===== src/rtl/fetch_stage_if.sv =====
// Instruction-memory request/grant/response bundle between fetch_stage and imem.
interface fetch_stage_if;
  logic        imem_req;
  logic [31:0] imem_addr;
  logic        imem_gnt;
  logic        imem_rvalid;
  logic [31:0] imem_rdata;

  modport master (
    output imem_req,
    output imem_addr,
    input  imem_gnt,
    input  imem_rvalid,
    input  imem_rdata
  );

  modport slave (
    input  imem_req,
    input  imem_addr,
    output imem_gnt,
    output imem_rvalid,
    output imem_rdata
  );
endinterface


===== src/rtl/fetch_stage.sv =====
// Instruction fetch stage with IF/ID register; one outstanding imem request.
// Define FETCH_SKID_BUFFER_EN to keep a response that arrives under stall.
module fetch_stage #(
  parameter logic [31:0] RESET_PC  = 32'h0000_0000,
  parameter logic [31:0] NOP_INSTR = 32'h0000_0013
) (
  input  logic                 clk,
  input  logic                 rst_n,
  input  logic                 stall,
  input  logic                 redirect,
  input  logic [31:0]          redirect_pc,
  fetch_stage_if.master        imem,
  output logic [31:0]          instruction,
  output logic [31:0]          pc,
  output logic                 instr_valid
);

`ifdef FETCH_SKID_BUFFER_EN
  typedef enum logic [1:0] {S_REQ, S_WAIT, S_HOLD} state_t;
  logic [31:0] buf_q, buf_d;
`else
  typedef enum logic [1:0] {S_REQ, S_WAIT} state_t;
`endif

  state_t      state_q, state_d;
  logic [31:0] pc_fetch_q, pc_fetch_d;
  logic        kill_q, kill_d;
  logic [31:0] instr_q, ifid_pc_q;
  logic        valid_q;
  logic        load;
  logic [31:0] load_instr;
  logic        unused_redirect_lsbs;

  assign unused_redirect_lsbs = ^redirect_pc[1:0];

  assign imem.imem_req  = (state_q == S_REQ);
  assign imem.imem_addr = pc_fetch_q;
  assign instruction    = instr_q;
  assign pc             = ifid_pc_q;
  assign instr_valid    = valid_q;

  always_comb begin
    state_d    = state_q;
    pc_fetch_d = pc_fetch_q;
    kill_d     = kill_q;
    load       = 1'b0;
    load_instr = imem.imem_rdata;
`ifdef FETCH_SKID_BUFFER_EN
    buf_d      = buf_q;
`endif
    case (state_q)
      S_REQ: begin
        if (imem.imem_gnt) begin
          state_d = S_WAIT;
          // A grant coinciding with redirect fetches the stale address; drop it.
          kill_d  = redirect;
        end
      end
      S_WAIT: begin
        if (imem.imem_rvalid) begin
          if (kill_q || redirect) begin
            kill_d  = 1'b0;
            state_d = S_REQ;
          end else if (!stall) begin
            load       = 1'b1;
            pc_fetch_d = pc_fetch_q + 32'd4;
            state_d    = S_REQ;
          end else begin
`ifdef FETCH_SKID_BUFFER_EN
            buf_d   = imem.imem_rdata;
            state_d = S_HOLD;
`else
            state_d = S_REQ;
`endif
          end
        end else if (redirect) begin
          kill_d = 1'b1;
        end
      end
`ifdef FETCH_SKID_BUFFER_EN
      S_HOLD: begin
        if (redirect) begin
          state_d = S_REQ;
        end else if (!stall) begin
          load       = 1'b1;
          load_instr = buf_q;
          pc_fetch_d = pc_fetch_q + 32'd4;
          state_d    = S_REQ;
        end
      end
`endif
      default: begin
        state_d = S_REQ;
        kill_d  = 1'b0;
      end
    endcase
    if (redirect) pc_fetch_d = {redirect_pc[31:2], 2'b00};
  end

  always_ff @(posedge clk or negedge rst_n) begin
    if (!rst_n) begin
      state_q    <= S_REQ;
      pc_fetch_q <= RESET_PC;
      kill_q     <= 1'b0;
    end else begin
      state_q    <= state_d;
      pc_fetch_q <= pc_fetch_d;
      kill_q     <= kill_d;
    end
  end

`ifdef FETCH_SKID_BUFFER_EN
  always_ff @(posedge clk or negedge rst_n) begin
    if (!rst_n) buf_q <= '0;
    else        buf_q <= buf_d;
  end
`endif

  // Bubbles keep the last PC; only instruction and valid are scrubbed.
  always_ff @(posedge clk or negedge rst_n) begin
    if (!rst_n) begin
      instr_q   <= NOP_INSTR;
      ifid_pc_q <= '0;
      valid_q   <= 1'b0;
    end else if (redirect) begin
      instr_q <= NOP_INSTR;
      valid_q <= 1'b0;
    end else if (stall) begin
      instr_q   <= instr_q;
      ifid_pc_q <= ifid_pc_q;
      valid_q   <= valid_q;
    end else if (load) begin
      instr_q   <= load_instr;
      ifid_pc_q <= pc_fetch_q;
      valid_q   <= 1'b1;
    end else begin
      instr_q <= NOP_INSTR;
      valid_q <= 1'b0;
    end
  end

endmodule


===== src/flat_wrapper.sv =====
// flat-port wrapper written by rule: the top's interface ports become plain ports
module fetch_stage_flat 
#(
  parameter logic [31:0] RESET_PC  = 32'h0000_0000,
  parameter logic [31:0] NOP_INSTR = 32'h0000_0013
)
  (clk, rst_n, stall, redirect, redirect_pc, instruction, pc, instr_valid, imem_imem_req, imem_imem_addr, imem_imem_gnt, imem_imem_rvalid, imem_imem_rdata);
  fetch_stage_if imem_i ();
  input  logic clk;
  input  logic rst_n;
  input  logic stall;
  input  logic redirect;
  input  logic [31:0] redirect_pc;
  output logic [31:0] instruction;
  output logic [31:0] pc;
  output logic instr_valid;
  output wire logic [$bits(imem_i.imem_req)-1:0] imem_imem_req;
  output wire logic [$bits(imem_i.imem_addr)-1:0] imem_imem_addr;
  input wire logic [$bits(imem_i.imem_gnt)-1:0] imem_imem_gnt;
  input wire logic [$bits(imem_i.imem_rvalid)-1:0] imem_imem_rvalid;
  input wire logic [$bits(imem_i.imem_rdata)-1:0] imem_imem_rdata;
  assign imem_imem_req = imem_i.imem_req;
  assign imem_imem_addr = imem_i.imem_addr;
  assign imem_i.imem_gnt = imem_imem_gnt;
  assign imem_i.imem_rvalid = imem_imem_rvalid;
  assign imem_i.imem_rdata = imem_imem_rdata;
  fetch_stage #(.RESET_PC(RESET_PC), .NOP_INSTR(NOP_INSTR)) u_core (.clk(clk), .rst_n(rst_n), .stall(stall), .redirect(redirect), .redirect_pc(redirect_pc), .imem(imem_i), .instruction(instruction), .pc(pc), .instr_valid(instr_valid));
endmodule

===== config.mk =====
export PLATFORM = sky130hd
export DESIGN_NAME = fetch_stage_flat
export DESIGN_NICKNAME = d
export VERILOG_FILES = /design/src/rtl/fetch_stage_if.sv /design/src/rtl/fetch_stage.sv /design/src/flat_wrapper.sv
export SDC_FILE = /design/constraint.sdc
export NUM_CORES = 1
export LEC_CHECK = 0
export ABC_AREA = 1
export ABC_CLOCK_PERIOD_IN_PS = 3600
export BUFFER_PORTS_ARGS = -buffer_cell sky130_fd_sc_hd__buf_2
export CORE_MARGIN = 10
export CORE_UTILIZATION = 54
export CTS_CLUSTER_DIAMETER = 30
export DETAILED_ROUTE_END_ITERATION = 8
export GPL_ROUTABILITY_DRIVEN = 1
export GPL_TIMING_DRIVEN = 0
export PLACE_DENSITY = 0.86
export SLEW_MARGIN = 20
export SYNTH_ARGS = -nofsm -noshare
export SYNTH_HDL_FRONTEND = slang
export SYNTH_SLANG_ARGS = --single-unit

===== constraint.sdc =====
create_clock -name clk -period 3.6 [get_ports clk]
set_input_delay 0.72 -clock clk [delete_from_list [all_inputs] [get_ports clk]]
set_output_delay 0.72 -clock clk [all_outputs]
set_load 0.02 [all_outputs]

==> impl_results.md, run 1 <==
- Rows: 33
- Count of input and output buffers: 160
- Yosys top cell by area: dfrtp_1
- WL/cell: roughly 18 um
- Synth top area cells: dfrtp_1 (50%), nand2_1 (12%), a22o_1 (5.5%)
- Async SR Flop Fraction: between 90% and 100%
- Pwr per Cell Area: 509 nW/um^2
- GRT overflow: 0
- Via count: between 4000 and 5000
- Buf/Inv on CP: 1
- Initial antenna violation count: 0
- Clock Sinks: 95
- DRC Markers: 0
- CTS HTree Levels: 3
- N_diodes: 0
- Clock share of power: between 20% and 30%
- Fin. Hold Viols: 0
- Most common flop cell mapped by yosys: dfrtp_1
- Final Wtd Congestion: 0.935
- CTS Buffer Depth: 2
- Status: completed
- Switch Pwr: between 1 and 1.5 mW
- Hold crit path type: in2async
- DR pass1 iterations: 5
- Yosys top cell area share: between 40% and 50%
- Final Critical Period: roughly 1800 ps
- Maximum vdd ir drop: approximately 0.00029 V
- Fin area: slightly below 6000 sq um
- Max FO, Critical Path: 7
- Initial Util: a little under three fifths
- CP Class: reg2out
- Wirelength, routed: 14800 um
- Vias per cell: 5.41
- Clock transition at path regs: roughly 100 ps
- Root Buffer: clkbuf_8
- CTS tree: yes
- Register area share after synthesis: approximately half
- Die X: between 100 and 150 um
- Post-DP HPWL: ~11000 um
- Tot Pwr: just under 3 mW
- Least-Margin Pin Slew: between 500 and 600 ps
- Die Span Y: 113 um
- Synth-to-Final Area Change: 25.4%
- Reg power frac: 46.7%
- Post-CTS setup buffer count: 0
- CP Cell Sequence: buf_2
- RSZ-0062 raised after global routing: false
- Top-count cell post-synth: nand2_1
- Fin Setup TNS: 0 ps
- Worst EP required: approximately 2900 ps
- Yosys warnings: 0
- Comb power frac: ~29%
- Post-CTS Resized: 0
- FF+latch count, synth: 95
- First-pass GRT wire length: roughly 24000 um
- Tot GR Track Use: roughly 23%
- Slew margin rel.: between 60% and 70%
- Max cap viols: 0
- Pins Over Slew Limit: 0
- Most frequent cells after synthesis: nand2_1 (152), dfrtp_1 (92), nor2_1 (58), inv_1 (42), o21ai_0 (39)
- Critical Path Source Type: flip-flop
- Synth Cell Area: between 4000 and 5000 sq um
- Largest net degree at the start of global routing: 59
- Clock Skews: approximately 14 ps
- Post-synth EDFFs: 0
- Die area: around 13000 sq um
- Worst path top cell family by delay: flip-flops
- Number of I/O pins: between 150 and 200
- # fillers: just under 700
- Nets: 795
- Post-CTS Hold Fix Bufs: 0
- Synthesized instance count: around 550
- LEAKAGE: 3.11 nW
- Initial DRC Count: a little under 400
- Synth cell types: 36
- Vias in the first global route: between 4000 and 5000
- Worst path slowest cell: dfrtp_1
- Final setup vio count: 0
- CP arrival: 1110 ps
- TritonCTS buffer count: 9
- F_max: ~0.55 GHz
- Mean Syn Cell Area: between 8 and 9 sq um
- Clock Latency Late Sink: roughly 370 ps
- Layout cells sized above 1: 31.0%
- Critical Path End Type: primary output
- Tcrit/Tclk final: 50.9%
- Core area: ~8300 sq um
- Crit-path max cell delay: slightly above 500 ps
- Int Pwr: 1.87 mW
- Detail Route Antenna Nets: 0
- Placed cell area: 5620 sq um
- Sw frac: 36.7%
==> layout by cell type (no fill, tap or decap), drive strengths merged, types with 2 or more instances in the layout <==
master,Yosys,routed
a22o,29,29
o21bai,3,3
clkbuf,5,17
o22a,3,3
o21ai,41,41
dfrtp,92,92
dfstp,3,3
nand3b,2,2
o22ai,3,3
o211ai,4,4
conb,1,4
buf,21,182
inv,45,46
nor2,72,72
nor3,5,5
nand4,6,6
a22oi,2,2
a21oi,8,8
nand2,162,162
nand3,31,31
xor2,5,5
==> routing by layer <==
metal	part of all wire, %	GRT usage, %
met4	1.9	7.19
met2	47	37.4
met3	9.6	6.92
met1	41	28.0
met5	0	0
==> logic make-up after synthesis <==
group | synth area share (%)
compound gates | 13.7
xor+xnor | 1.13
fa+ha+maj | 0.270
buf+inv | 7.18
flops | 51.3
other cells | 0.0809
simple gates | 26.3
==> stage by stage <==
stage               util (%)  std cells  hold WS, ps  worst slack, ps
finish                  70.1        834          245             1770
global route            70.1        834          267             1730
CTS                     70.1        834          245             1760
detailed placement      67.7        818          453             1510
global placement        67.3        817          450              954
floorplan                  -        552          424             1950
==> sequential cells by signal (all words and copies together), names as in the netlist <==
name / cells
u_core.instruction: 32
u_core.pc: 30
u_core.state_q: 1
u_core.kill_q: 1
u_core.imem.imem_addr: 30
u_core.instr_valid: 1
==> power groups by stage <==
stage,clock network [mW],logic (mW),registers (mW)
after global placement,0,0.840,1.39
after floorplan,0,0.283,1.61
after global routing,0.773,0.939,1.41
final,0.723,0.853,1.38
after detailed placement,0,0.862,1.40
after CTS,0.735,0.865,1.38
==> final timing paths <==
path | startpoint | end | slack [ps] | cells past startpoint
max | u_core.imem.imem_addr[4] | imem_imem_addr[4] | 1770 | 1
min | rst_n | u_core.instruction[7] | 240 | 1
max reg2reg | u_core.imem.imem_addr[3] | u_core.imem.imem_addr[22] | 1860 | 8
min reg2reg | u_core.pc[14] | u_core.pc[14] | 470 | 2
max in group asynchronous | rst_n | u_core.imem.imem_addr[3] | 2760 | 2
min in group clk | u_core.pc[14] | u_core.pc[14] | 470 | 2
==> area by class of cell <==
class	count	area (sq um)	share of cell area, %
sequential	95	2380	40.9
inverter	45	169	2.90
multi-input combinational	386	1940	33.3
buffer	26	164	2.82
clock buffer	12	145	2.50
clock inverter	4	55.1	0.947
timing repair buffer	161	835	14.4
tap	105	131	2.26
Note: power is estimated with default switching activity, not from simulation.
==> inputs of run 2 (changes only) <==
--- a/config.mk
+++ b/config.mk
@@ -6,15 +6,15 @@
 export NUM_CORES = 1
 export LEC_CHECK = 0
 export ABC_AREA = 1
-export ABC_CLOCK_PERIOD_IN_PS = 3600
+export ABC_CLOCK_PERIOD_IN_PS = 1750
 export BUFFER_PORTS_ARGS = -buffer_cell sky130_fd_sc_hd__buf_2
 export CORE_MARGIN = 10
-export CORE_UTILIZATION = 54
+export CORE_UTILIZATION = 50
 export CTS_CLUSTER_DIAMETER = 30
 export DETAILED_ROUTE_END_ITERATION = 8
 export GPL_ROUTABILITY_DRIVEN = 1
 export GPL_TIMING_DRIVEN = 0
-export PLACE_DENSITY = 0.86
+export PLACE_DENSITY = 0.81
 export SLEW_MARGIN = 20
 export SYNTH_ARGS = -nofsm -noshare
 export SYNTH_HDL_FRONTEND = slang
==> constraint.sdc (replaced) <==
create_clock -name clk -period 1.75 [get_ports clk]
set_input_delay 0.35 -clock clk [delete_from_list [all_inputs] [get_ports clk]]
set_output_delay 0.35 -clock clk [all_outputs]
set_load 0.02 [all_outputs]
==> run 2 against run 1 <==
  * Register-to-register slack worse by 1700 ps
  * Clock skew is 2.5 ps lower
  * First-iteration DRC count is 13% higher
  * Global-route usage is 0.94 points lower
  * Die area is 6.6% higher
  * Combinational power is 110% higher
  * Cell area is 0.88% higher
  * Total power is 110% higher
  * Sequential power is 110% higher
  * Clock power is 120% higher
  * Sequential share of layout area is 0.32 points lower
  * Largest cell class unchanged
  * Highest routed layer unchanged
==> impl_results.md, run 2 (synthesis results as in run 1) <==
- Initial antenna violation count: 0
- LEAKAGE: approximately 3.1 nW
- Final Critical Period: roughly 1600 ps
- DR pass1 iterations: 5
- Crit-path max cell delay: between 400 and 500 ps
- Via count: ~4500
- Pins Over Slew Limit: 0
- Comb power frac: about 28%
- Critical Path End Type: flip-flop
- Number of I/O pins: between 150 and 200
- Area of the multi-input gates: 1940 sq um
- Most common cell after layout, fill and taps aside: buf_2
- Post-DP HPWL: 11500 um
- # fillers: approximately 800
- Sw frac: 36.6%
- Maximum vdd ir drop: roughly 0.0006 V
- First-pass GRT wire length: ~23000 um
- Rows: 35
- Fin. Hold Viols: 0
- Switch Pwr: 2.28 mW
- WL/cell: roughly 18 um
- Synth-to-Final Area Change: 26.5%
- Clock Sinks: 95
- Register area: ~2400 sq um
- Vias per cell: approximately 5.4
- Least-Margin Pin Slew: 630 ps
- Status: completed
- Max FO, Critical Path: 10
- Largest net degree at the start of global routing: 71
- Commonest non-fill, non-tap cells in the layout: buf_2 (167), nand2_1 (152), dfrtp_1 (90)
- Max reg flops: 32
- Nets: roughly 800
- Layout cells sized above 1: 32.1%
- GRT overflow: 0
- Root Buffer: clkbuf_8
- Wirelength, routed: around 15000 um
- Count of input and output buffers: 160
- Worst path slowest cell: dfrtp_1
- Int Pwr: 3.96 mW
- CTS Buffer Depth: 2
- Reg power frac: 45.8%
- Post-CTS setup buffer count: 0
- Fin Setup TNS: 0 ps
- Pwr per Cell Area: 1060 nW/um^2
- Worst EP required: 2020 ps
- Die X: between 100 and 150 um
- Core area: 9150 sq um
- TritonCTS buffer count: 9
- CP Class: reg2reg
- Initial Util: 50.7%
- Slew margin rel.: approximately 58%
- Tcrit/Tclk final: between 90% and 100%
- CTS HTree Levels: 3
- Initial DRC Count: approximately 440
- Clock Latency Late Sink: between 300 and 400 ps
- Clock transition at path regs: around 100 ps
- N_diodes: 0
- Worst hold slack: a little under 200 ps
- DRC Markers: 0
- Max cap viols: 0
- CTS tree: yes
- CP Cell Sequence: nand2_1 > inv_2 > nand2_2 > nand2_2 > inv_2 > buf_6 > nor2_1 > nand2_1 > nand2_1
- Final setup vio count: 0
- Most used cell, CP: nand2_1
- Tot GR Track Use: 21.8%
- Clock share of power: roughly a quarter
- F_max: between 0.6 and 0.7 GHz
- Final Wtd Congestion: 0.895
- Vias in the first global route: 4500
- Detail Route Antenna Nets: 0
- Die Span Y: approximately 120 um
- CP arrival: around 1900 ps
- Hold crit path type: in2reg
- Die area: about 14000 sq um
- Clock Skews: roughly 11 ps
- Critical Path Source Type: flip-flop
run 2: cell count changes in the layout (fill, tap and decap cells not counted), sizes merged:
cell | previous run | this run
clkinvlp | 1 | 0
clkinv | 1 | 4
dlygate4sd3 | 0 | 1
clkbuf | 17 | 14
bufinv | 1 | 2
run 2: metal layers:
layer | up-vias | part of all wire, % | GRT usage, %
met5 | - | 0 | 0
met3 | 25 | 10 | 6.16
met4 | 0 | 1.9 | 6.92
li1 | 2139 | - | -
met2 | 231 | 46 | 36.0
met1 | 2130 | 41 | 27.1
run 2: timing repair:
action | CTS | global route
resized for setup | 1 | 8
hold endpoints to repair | 25 | 0
hold buffers | 1 | 0
endpoints found under the setup margin | 6 | 30
run 2: power by group through the flow:
stage | sequential, mW | combinational (mW) | clock [mW]
final | 2.86 | 1.76 | 1.62
after global routing | 2.91 | 1.93 | 1.75
after CTS | 2.85 | 1.79 | 1.65
after detailed placement | 2.89 | 1.77 | 0
after global placement | 2.86 | 1.73 | 0
after floorplan | 3.31 | 0.582 | 0
run 2: path summary, 6_finish.rpt:
kind,cells past startpoint,slack (ps),end,start
worst min register to register,2,480,u_core.pc[15],u_core.pc[15]
worst min-delay path,3,190,u_core.imem.imem_addr[4],redirect_pc[4]
max in group asynchronous,3,660,u_core.instruction[4],rst_n
worst max-delay path,9,120,u_core.imem.imem_addr[30],u_core.state_q[0]
min in group asynchronous,2,430,u_core.imem.imem_addr[24],rst_n
worst max register to register,9,120,u_core.imem.imem_addr[30],u_core.state_q[0]
run 2: metrics by stage:
step           cell area, sq um  power, mW  setup slack [ps]  instances  utilization, %
2_1_floorplan              4650       3.89               179        552               -
3_3_place_gp               5590       4.60              -596        823            61.1
3_5_place_dp               5620       4.66             -51.3        824            61.4
4_1_cts                    5850       6.28              26.4        841            64.0
5_1_grt                    5870       6.59             -9.29        841            64.1
6_report                   5870       6.24               124        841            64.1
run 2: final cells by class:
cell class / instances / area share (%)
Buffer: 26 / 2.86
Clock buffer: 9 / 2.11
Clock inverter: 7 / 1.64
Inverter: 45 / 2.88
Multi-Input combinational cell: 386 / 33.1
Sequential cell: 95 / 40.6
Tap cell: 111 / 2.37
Timing Repair Buffer: 162 / 14.4
run 2: critical path: cells and delay by family, from the launching register on:
kind | cells | cell delay [ps]
buffers and inverters | 3 | 460
flip-flops | 1 | 410
AND/OR/NAND/NOR | 6 | 660
